<file path="config.mk">
export PLATFORM = sky130hd
export DESIGN_NAME = save_entry_ctrl
export DESIGN_NICKNAME = d
export VERILOG_FILES = /design/src/rtl/save_entry_ctrl.sv
export SDC_FILE = /design/constraint.sdc
export NUM_CORES = 1
export LEC_CHECK = 0
export CORE_MARGIN = 4
export CORE_UTILIZATION = 42
export CTS_CLUSTER_SIZE = 20
export DETAILED_ROUTE_END_ITERATION = 6
export GPL_TIMING_DRIVEN = 0
export HOLD_SLACK_MARGIN = 0.15
export PLACE_DENSITY_LB_ADDON = 0.12
export SETUP_SLACK_MARGIN = 0.1
export SYNTH_ARGS = -nofsm -noshare
export SYNTH_HDL_FRONTEND = slang
export SYNTH_SLANG_ARGS = --single-unit
</file>
<file path="constraint.sdc">
create_clock -name clk -period 2.2 [get_ports clk]
set_input_delay 0.33 -clock clk [delete_from_list [all_inputs] [get_ports clk]]
set_output_delay 0.33 -clock clk [all_outputs]
set_load 0.03 [all_outputs]
</file>
<file path="src/rtl/save_entry_ctrl.sv">
// save_entry_ctrl: conditions the raw keypad and button inputs, then assembles a 2-digit decimal value.
// Emits a one-cycle save strobe for the downstream save selector.
module save_entry_ctrl #(
    parameter int DEBOUNCE_CYCLES = 4
) (
    input  logic       clk,
    input  logic       reset,
    input  logic [3:0] key_digit,
    input  logic       key_press,
    input  logic       btn_save,
    input  logic       btn_clear,
    output logic [7:0] num,
    output logic       okSAVE,
    output logic [1:0] n_digits,
    output logic       err
);
    typedef enum logic [1:0] {IDLE, ONE, TWO, SAVE} state_t;

    logic [2:0] raw, s1_q, s2_q, deb_q, deb_prev_q, ev;
    logic [7:0] cnt_q [3];
    state_t     state_q;
    logic [7:0] num_q, num_d;
    logic [1:0] n_q;
    logic       ok_q, err_q, clr_pend_q, clr, digit_bad;

    assign raw       = {btn_clear, btn_save, key_press};
    assign ev        = deb_q & ~deb_prev_q;
    assign clr       = ev[2] | clr_pend_q;
    assign digit_bad = key_digit > 4'd9;
    assign num_d     = (state_q == IDLE) ? {4'd0, key_digit}
                                         : (num_q << 3) + (num_q << 1) + {4'd0, key_digit};

    always_ff @(posedge clk) begin
        if (reset) begin
            s1_q       <= '0;
            s2_q       <= '0;
            deb_q      <= '0;
            deb_prev_q <= '0;
            for (int k = 0; k < 3; k++) cnt_q[k] <= '0;
        end else begin
            s1_q       <= raw;
            s2_q       <= s1_q;
            deb_prev_q <= deb_q;
            for (int k = 0; k < 3; k++) begin
                if (s2_q[k] == deb_q[k]) begin
                    cnt_q[k] <= '0;
                end else if (cnt_q[k] == 8'(DEBOUNCE_CYCLES)) begin
                    deb_q[k] <= s2_q[k];
                    cnt_q[k] <= '0;
                end else begin
                    cnt_q[k] <= cnt_q[k] + 8'd1;
                end
            end
        end
    end

    // A clear seen during the save strobe is held over and applied in IDLE
    always_ff @(posedge clk) begin
        if (reset) begin
            state_q    <= IDLE;
            num_q      <= '0;
            n_q        <= '0;
            ok_q       <= 1'b0;
            err_q      <= 1'b0;
            clr_pend_q <= 1'b0;
        end else begin
            ok_q       <= 1'b0;
            err_q      <= 1'b0;
            clr_pend_q <= 1'b0;
            if (state_q == SAVE) begin
                state_q    <= IDLE;
                n_q        <= 2'd0;
                clr_pend_q <= ev[2];
            end else if (clr) begin
                state_q <= IDLE;
                num_q   <= '0;
                n_q     <= 2'd0;
            end else if (ev[1]) begin
                if (state_q == IDLE) begin
                    err_q <= 1'b1;
                end else begin
                    state_q <= SAVE;
                    ok_q    <= 1'b1;
                end
            end else if (ev[0]) begin
                if (digit_bad || state_q == TWO) begin
                    err_q <= 1'b1;
                end else begin
                    state_q <= (state_q == IDLE) ? ONE : TWO;
                    num_q   <= num_d;
                    n_q     <= n_q + 2'd1;
                end
            end
        end
    end

    assign num      = num_q;
    assign okSAVE   = ok_q;
    assign n_digits = n_q;
    assign err      = err_q;
endmodule

</file>
==> metrics, run 1 <==
status complete, no violations; Yosys top cell area share 0.278; Yosys warning count 0; die height about 87 µm; power consumption approximately 1.7 mW; Setup TNS 0 ps; synthesized area 0.00259 mm²; Critical Path Source num[2]$_SDFFE_PP0P_; peak fanout along the critical path 3; CP endpoint num[6]$_SDFFE_PP0P_; Post-Synthesis Cells around 250; RSZ-0062 raised after global routing yes; area of the die 0.00748 mm²; Place WS -522 ps; Final Setup Violations 0; worst min path class flop to flop; TritonCTS clock tree yes; worst-margin pin slew approximately 540 ps; R2R Path Start num[2]$_SDFFE_PP0P_; FF-to-FF setup slack about 130 ps; WS Path Type flop to flop; fin crit period 2070 ps; Synth Register Bits between 50 and 60; DRC violations left 0; fin crit share 0.941; Max clock buf depth 2; most frequent cell after synthesis nor2_1; initial antenna violation count 0; Fmax achieved slightly below 500 MHz; Die Width between 80 and 90 µm; number of global-route vias before repair ~1.8k; drt first pass iters 4; leakage around 1.3 nW; First DRT Iteration DRCs 63; gr usage total 0.131; Antenna Cells 0; routed wire length around 4400 µm; hold path start s1_q[2]$_SDFF_PP0_; DP Wirelength approximately 3300 µm; Synth async-reset ratio 0; area grow syn2layout 21.6%; Root Buffer clkbuf_8; Net count, final around 330; port bufs 20; Critical Path Source Type flop; Top FF cell, synth dfxtp_1; Hold Worst Slack around 450 ps; Synth top cells by count nor2_1 (39), dfxtp_1 (27), edfxtp_1 (24); Clock transition at path regs roughly 90 ps; total core area approximately 0.0060 mm²; clk_lat worst skew approximately 300 ps; post-layout instance area approximately 0.0031 mm²; Slew Viols, Final 0; area leader, netlist edfxtp_1; Placement Cell Area 0.00298 mm²; relative slew slack 0.638; CTS Sinks a little over 50; H-Tree Depth 2; worst path required time about 2400 ps; vias approximately 1.8k; Final Hold Viols 0; post-DR wirelength/cell between 10 and 15 µm; Starting Density 0.435; Boundary Pins 21; Row Count 28; RR Endpoint num[6]$_SDFFE_PP0P_; Antenna Nets Post-Route 0; Post-Syn Area per Cell 10.2 µm²; maximum vdd drop 290 µV; first-pass GRT wire length just under 8000 µm; Max Cap Violations 0; register area share after synthesis 0.487; largest net degree at the start of global routing 16; reg2reg path depth 9; Power Dens Cells 549 mW/mm²; critical path arrival 2260 ps; post-route insts no fill roughly 380; grt ovf 0; CTS buffer count 5; GP Congestion between 0.7 and 0.8; clk_skew 3.93 ps; DR vias/cell between 4 and 5; Setup WS post-layout around 130 ps; count of cell types in the netlist 40; dominant cells by area after synthesis edfxtp_1 (28%), dfxtp_1 (21%), ha_1 (7.7%); Post-synth EDFFs 24; fraction of layout cells with a size suffix above 1 0.108; Setup crit end kind flop; post-route core utilization 0.528; placed cell count around 370
-- cells in the final DEF (no fill, tap or decap), types with 7 or more instances in the layout --
cell / n
nor2_1: 39
dfxtp_1: 24
edfxtp_1: 24
conb_1: 24
clkdlybuf4s50_1: 18
xor2_1: 16
nand2_1: 15
nand3_1: 14
ha_1: 13
xnor2_1: 12
nor2b_1: 10
inv_1: 8
a21oi_1: 7
o21ai_0: 7
clkbuf_8: 7
-- per-layer routing --
metal	track usage	wire length, µm	up-vias	part of all wire
li1	-	-	950	-
met2	0.213	2060	14	0.47
met3	0.0342	133	4	0.030
met4	0.0453	48	0	0.011
met5	0	0	-	0
met1	0.170	2180	832	0.49
-- registers in the layout, summed over array words and instances, names as in the netlist --
name	count
err	1
state_q	2
s1_q	3
deb_q	3
s2_q	3
num	8
n_digits	2
cnt_q	24
okSAVE	1
clr_pend_q	1
deb_prev_q	3
-- worst min path at each step --
stage	endpoint	slack, ps	depth (start not counted)
2_1_floorplan	deb_prev_q[0]$_SDFF_PP0_	400	1
3_3_place_gp	s2_q[2]$_SDFF_PP0_	420	1
6_report	s2_q[2]$_SDFF_PP0_	450	1
3_5_place_dp	s2_q[1]$_SDFF_PP0_	430	1
4_1_cts	s2_q[2]$_SDFF_PP0_	450	1
5_1_grt	s2_q[2]$_SDFF_PP0_	470	1
-- worst max-delay path: stages, from the launching register on --
cell,delay (ps)
dfxtp_4,370
inv_2,40
fa_1,510
inv_2,60
fa_2,360
a21o_1,170
a21oi_2,160
xnor2_1,80
a22oi_1,140
nor2_1,60
-- final cells by class --
cell class / instances / area (µm²)
plain buffers: 4 / 17.5
clock buffers: 7 / 96.3
clock inverters: 1 / 7.51
fillers: 564 / 2810
inverters: 12 / 45.0
multi-input cells: 209 / 1400
flip-flops and latches: 51 / 1270
well taps: 75 / 93.8
repair buffers: 22 / 213
-- cell families after synthesis --
family,after synthesis,share of synthesized area
other,1,0.00145
flip-flops,51,0.487
AND/OR/NAND/NOR,104,0.200
buffers and inverters,16,0.0242
multiplexers,6,0.0232
XOR/XNOR,28,0.0947
AO/OA/AOI/OAI,29,0.0764
adder cells (fa/ha/maj),18,0.0928
-- repair_timing --
item / 4_1_cts / 5_1_grt
setup endpoints to repair: 4 / 4
setup buffers: 0 / 2
hold buffers: 0 / 0
hold endpoints to repair: 0 / 0
pin swaps: 3 / 13
resized for setup: 6 / 5
gates cloned: 0 / 0
-- where the power goes --
group          internal [mW]  leakage, nW  switching (mW)
clock network          0.287       0.0505           0.314
logic                 0.0427        0.751          0.0486
registers               1.01        0.468          0.0223
total                   1.34         1.27           0.385
(Power assumes the default switching activity.)
==> run 2, diff against run 1 <==
Settings changed: HOLD_SLACK_MARGIN 0.15 to 0.02.
==> results of run 2 <==
No change in the layout: final DEF, timing and power equal those of run 1.
